$ cat config.mk
export PLATFORM = sky130hd
export DESIGN_NAME = banco_write_stage
export DESIGN_NICKNAME = d
export VERILOG_FILES = /design/src/rtl/banco_write_stage.sv
export SDC_FILE = /design/constraint.sdc
export NUM_CORES = 1
export LEC_CHECK = 0
export CAP_MARGIN = 20
export CORE_AREA = 2 2 119 121
export DETAILED_ROUTE_END_ITERATION = 10
export DIE_AREA = 0 0 121 123
export PLACE_DENSITY = 0.77
export SKIP_CTS_REPAIR_TIMING = 1
export SYNTH_ARGS = -nofsm -noshare
export SYNTH_HDL_FRONTEND = slang
export SYNTH_SLANG_ARGS = --single-unit
$ cat constraint.sdc
create_clock -name clk -period 5.7 [get_ports clk]
set_clock_uncertainty 0.2 [all_clocks]
set_input_delay 1.14 -clock clk [delete_from_list [all_inputs] [get_ports clk]]
set_output_delay 1.14 -clock clk [all_outputs]
set_load 0.05 [all_outputs]
$ cat src/rtl/banco_write_stage.sv
// Registered write-back stage for the multicycle MIPS register bank: selects a source,
// canonicalises SP/SLT values, waits on multi-cycle sources and issues one bank write.
module banco_write_stage #(
  parameter int unsigned DATA_W  = 32,
  parameter int unsigned NSRC    = 8,
  parameter int unsigned SEL_W   = 3,
  parameter int unsigned REG_AW  = 5,
  parameter int unsigned SP_SEL  = 5,
  parameter int unsigned SP_INIT = 227,
  parameter int unsigned LT_SEL  = 7,
  parameter logic [(1 << SEL_W)-1:0] WAIT_MASK = 8'b0001_1000,
  parameter int unsigned TIMEOUT = 64
) (
  input  logic                   clk,
  input  logic                   reset,
  input  logic [NSRC*DATA_W-1:0] src_data,
  input  logic [SEL_W-1:0]       sel,
  input  logic [REG_AW-1:0]      dest,
  input  logic                   req,
  input  logic                   src_ready,
  output logic [DATA_W-1:0]      WriteData,
  output logic [REG_AW-1:0]      WriteReg,
  output logic                   RegWrite,
  output logic                   busy,
  output logic                   ack,
  output logic                   err
);

  localparam int unsigned NSLOT = 1 << SEL_W;
  localparam int unsigned CNT_W = 8;

  typedef enum logic [1:0] {S_IDLE, S_WAIT, S_WRITE} state_t;

  state_t            state;
  logic [SEL_W-1:0]  sel_q;
  logic [CNT_W-1:0]  cnt;

  logic [DATA_W-1:0] src_arr [NSLOT];
  logic [NSLOT-1:0]  legal;
  logic [SEL_W-1:0]  cap_sel_c;
  logic [DATA_W-1:0] cap_data_c;

  // Unpack sources; select codes beyond NSRC read zero and are flagged illegal.
  for (genvar i = 0; i < NSLOT; i++) begin : g_src
    if (i < NSRC) begin : g_real
      assign src_arr[i] = src_data[i*DATA_W +: DATA_W];
      assign legal[i]   = 1'b1;
    end else begin : g_pad
      assign src_arr[i] = '0;
      assign legal[i]   = 1'b0;
    end
  end

  // While waiting the request's select is held in sel_q; the live input may change.
  assign cap_sel_c = (state == S_WAIT) ? sel_q : sel;

  always_comb begin
    cap_data_c = src_arr[cap_sel_c];
    if (cap_sel_c == SEL_W'(SP_SEL)) begin
      cap_data_c = DATA_W'(SP_INIT);
    end else if (cap_sel_c == SEL_W'(LT_SEL)) begin
      cap_data_c = {{(DATA_W-1){1'b0}}, src_arr[cap_sel_c][0]};
    end
  end

  always_ff @(posedge clk or negedge reset) begin
    if (!reset) begin
      state     <= S_IDLE;
      sel_q     <= '0;
      cnt       <= '0;
      WriteData <= '0;
      WriteReg  <= '0;
      RegWrite  <= 1'b0;
      busy      <= 1'b0;
      ack       <= 1'b0;
      err       <= 1'b0;
    end else begin
      RegWrite <= 1'b0;
      ack      <= 1'b0;
      case (state)
        S_IDLE: begin
          if (req) begin
            WriteReg <= dest;
            if (!legal[sel]) begin
              err <= 1'b1;
              ack <= 1'b1;
            end else if (WAIT_MASK[sel] && !src_ready) begin
              state <= S_WAIT;
              busy  <= 1'b1;
              sel_q <= sel;
              cnt   <= '0;
            end else begin
              WriteData <= cap_data_c;
              RegWrite  <= (dest != '0);
              ack       <= 1'b1;
              busy      <= 1'b1;
              state     <= S_WRITE;
            end
          end
        end
        S_WAIT: begin
          if (src_ready) begin
            WriteData <= cap_data_c;
            RegWrite  <= (WriteReg != '0);
            ack       <= 1'b1;
            state     <= S_WRITE;
          end else if (cnt == CNT_W'(TIMEOUT - 1)) begin
            err   <= 1'b1;
            ack   <= 1'b1;
            busy  <= 1'b0;
            state <= S_IDLE;
          end else begin
            cnt <= cnt + 1'b1;
          end
        end
        S_WRITE: begin
          busy  <= 1'b0;
          state <= S_IDLE;
        end
        default: begin
          busy  <= 1'b0;
          state <= S_IDLE;
        end
      endcase
    end
  end

endmodule

==> metrics.csv <==
metric;value;unit
outcome;finished clean;
largest net degree at the start of global routing;55;
Hold Path Class;register to register;
RR Startpoint;state[1]$_DFFE_PN0P_;
Slowest-stage cell, CP;mux2_4;
Overflow after GRT;0;
Ys Warns;0;
reg2reg end;WriteData[3]$_DFFE_PN0P_;
initial core utilization;27.9;%
most instantiated cells after synthesis;dfrtp_1, nor2_1, mux2_2;
largest area contributor in the netlist;dfrtp_1;
core area;13600;um^2
Worst Max-Slew Pin Slew;1.02;ns
Starting DRT DRC Count;259;
final setup fails;0;
most common cell in the netlist;dfrtp_1;
IO Pins;309;
maxcap violations;0;
critical path's top delay family;multiplexers;
RSZ-0062 raised after global routing;no;
ranking of synthesized cells by area;dfrtp_1, mux2_2, mux4_2;
GRT met2 Usage;35.3;%
Crit. End Element;register;
PD cells;278;nW/um^2
die width;121;um
drt wl/cell;19.6;um
dpl cell area;6400;um^2
number of cell rows;43;
Final Instance Area;6560;um^2
delay of the slowest cell on the worst path;0.78;ns
CTS tree;built;
Num CTS Buffers;5;
fraction of layout cells with a size suffix above 1;17.6;%
final WL;14800;um
Slew HR;31.9;%
Max Fclk;276;MHz
syn_nets;609;
met3 usage;4.15;%
Die Ht;123;um
Fillers;1225;
Post-synth EDFFs;0;
WP data required;5.69;ns
final worst path period need;3.62;ns
Sum Neg Setup Slack;0;ns
Worst-path clk slew;0.08;ns
total clock sinks;54;
Worst Path Buf+Inv;1;
Clock Latency Late Sink;0.30;ns
reg2reg path depth;5;
Placer Congestion;0.782;
share of the synthesized area in the top cell type;35.6;%
Worst R2R Setup Slack;2.50;ns
CP cell instances;clkdlybuf4s50_1 -> mux2_4 -> mux4_1 -> a221oi_1 -> nor2_1;
Detailed Place HPWL;11400;um
IO Port Bufs;245;
maximum vdd ir drop;0.129;mV
hold path cells;2;
GRT met1 Usage;22.6;%
Pre-antenna DRT Iters;5;
Final Hold Viols;0;
Yosys cell types;51;
n_diodes;0;
GRT busiest layer;met2;
ys flop type;dfrtp_1;
critical path launch point type;primary input;
Synth Instances;340;
CP Data Arrival Time;3.61;ns
kind of critical path;primary input to register;
sequential cell area;1350;um^2
htree depth;2;
hold path start;WriteData[6]$_DFFE_PN0P_;
clock buffer depth;2;
Hold Path End;WriteData[6]$_DFFE_PN0P_;
Leakage;2.53;nW
final worst path period share;63.6;%
vias in the first global route;4101;
CTS Root Cell;clkbuf_16;
Area Growth Syn to Fin;72.9;%
Total Power;0.00183;W
post-route ant nets;0;
Synth Cell Area;3800;um^2
sequential area share after synthesis;35.6;%
Layout Nets;842;
Synth Register Bits;54;
Worst Hold Slack;0.286;ns
Max Slew Vio Count;0;
antenna violations before repair;0;
asr flop ratio synth;100;%
Vias/cell;5.11;
first-pass GRT wire length;21800;um
Syn Area/Cell;11.2;um^2
area of the multi-input gates;2320;um^2
vias;3851;
final core utilization;48.2;%
die area;14900;um^2
DRC;0;
crit-path max FO;54;
GRT Overall Usage;19.0;%
-- layout by cell type (no fill, tap or decap), types with 2 or more instances in the layout --
master and count:
o221ai_1 4, buf_2 2, o21ai_0 16, a31oi_1 5, nand2b_1 5, a32oi_1 3, a221oi_1 14, o22a_1 3
clkbuf_16 5, a222oi_1 5, mux4_1 5, and3_1 2, o211ai_1 4, mux2_2 49, clkdlybuf4s50_1 244, dfrtp_1 54
nand2_1 12, clkinv_4 2, inv_1 4, mux4_2 15, or4_1 2, nor2_1 53, mux2i_1 5, xor2_1 6
a21oi_1 6, buf_4 6, o31ai_1 3, a221oi_2 12, o2111ai_1 2
-- through the flow --
stage               cells  setup WS, ns
finish                754          2.08
detailed placement    745          1.75
CTS                   753          2.08
global route          754          1.87
floorplan             340          2.86
global placement      745          1.76
-- kinds of logic after synthesis --
group	Yosys count	synth area share, %
compound gates	86	19.0
xor+xnor	6	1.38
fa+ha+maj	1	0.330
buf+inv	31	4.35
flops	54	35.6
mux	76	28.9
simple gates	86	10.5
-- report_power, final --
part	internal [W]	leakage, nW	switching [W]
sequential	0.000483	0.650	0.0000703
clock	0.000168	0.0759	0.000157
combinational	0.000405	1.80	0.000544
-- cell type report --
type	instances	area share, %
Timing Repair Buffer	252	38.0
Multi-Input combinational cell	255	35.3
Sequential cell	54	20.6
Tap cell	180	3.43
Clock buffer	5	1.91
Clock inverter	3	0.438
Inverter	5	0.286
-- worst max-delay path by stage --
stage / start / cells after the start / end
after floorplan: sel[2] / 5 / WriteData[6]$_DFFE_PN0P_
after global placement: sel[2] / 5 / WriteData[6]$_DFFE_PN0P_
after detailed placement: sel[1] / 5 / WriteData[3]$_DFFE_PN0P_
after CTS: sel[1] / 5 / WriteData[3]$_DFFE_PN0P_
after global routing: sel[2] / 7 / WriteData[1]$_DFFE_PN0P_
final: sel[1] / 5 / WriteData[3]$_DFFE_PN0P_
-- worst min-delay path, cell delays in order (launching register included) --
cell	delay [ns]
dfrtp_1	0.35
nand2_1	0.05
o31ai_1	0.05
-- state kept, by name, indices dropped and copies added, names as in the netlist --
register / cells
err: 1
RegWrite: 1
WriteReg: 5
cnt: 8
busy: 1
state: 2
sel_q: 3
ack: 1
WriteData: 32
-- per-layer routing --
| metal | part of all wire [%] | wire [um] |
|---|---|---|
| met2 | 52 | 7690 |
| met3 | 8.4 | 1240 |
| met1 | 39 | 5740 |
| met5 | 0 | 0 |
| met4 | 0.70 | 104 |
Note: power is estimated with default switching activity, not from simulation.
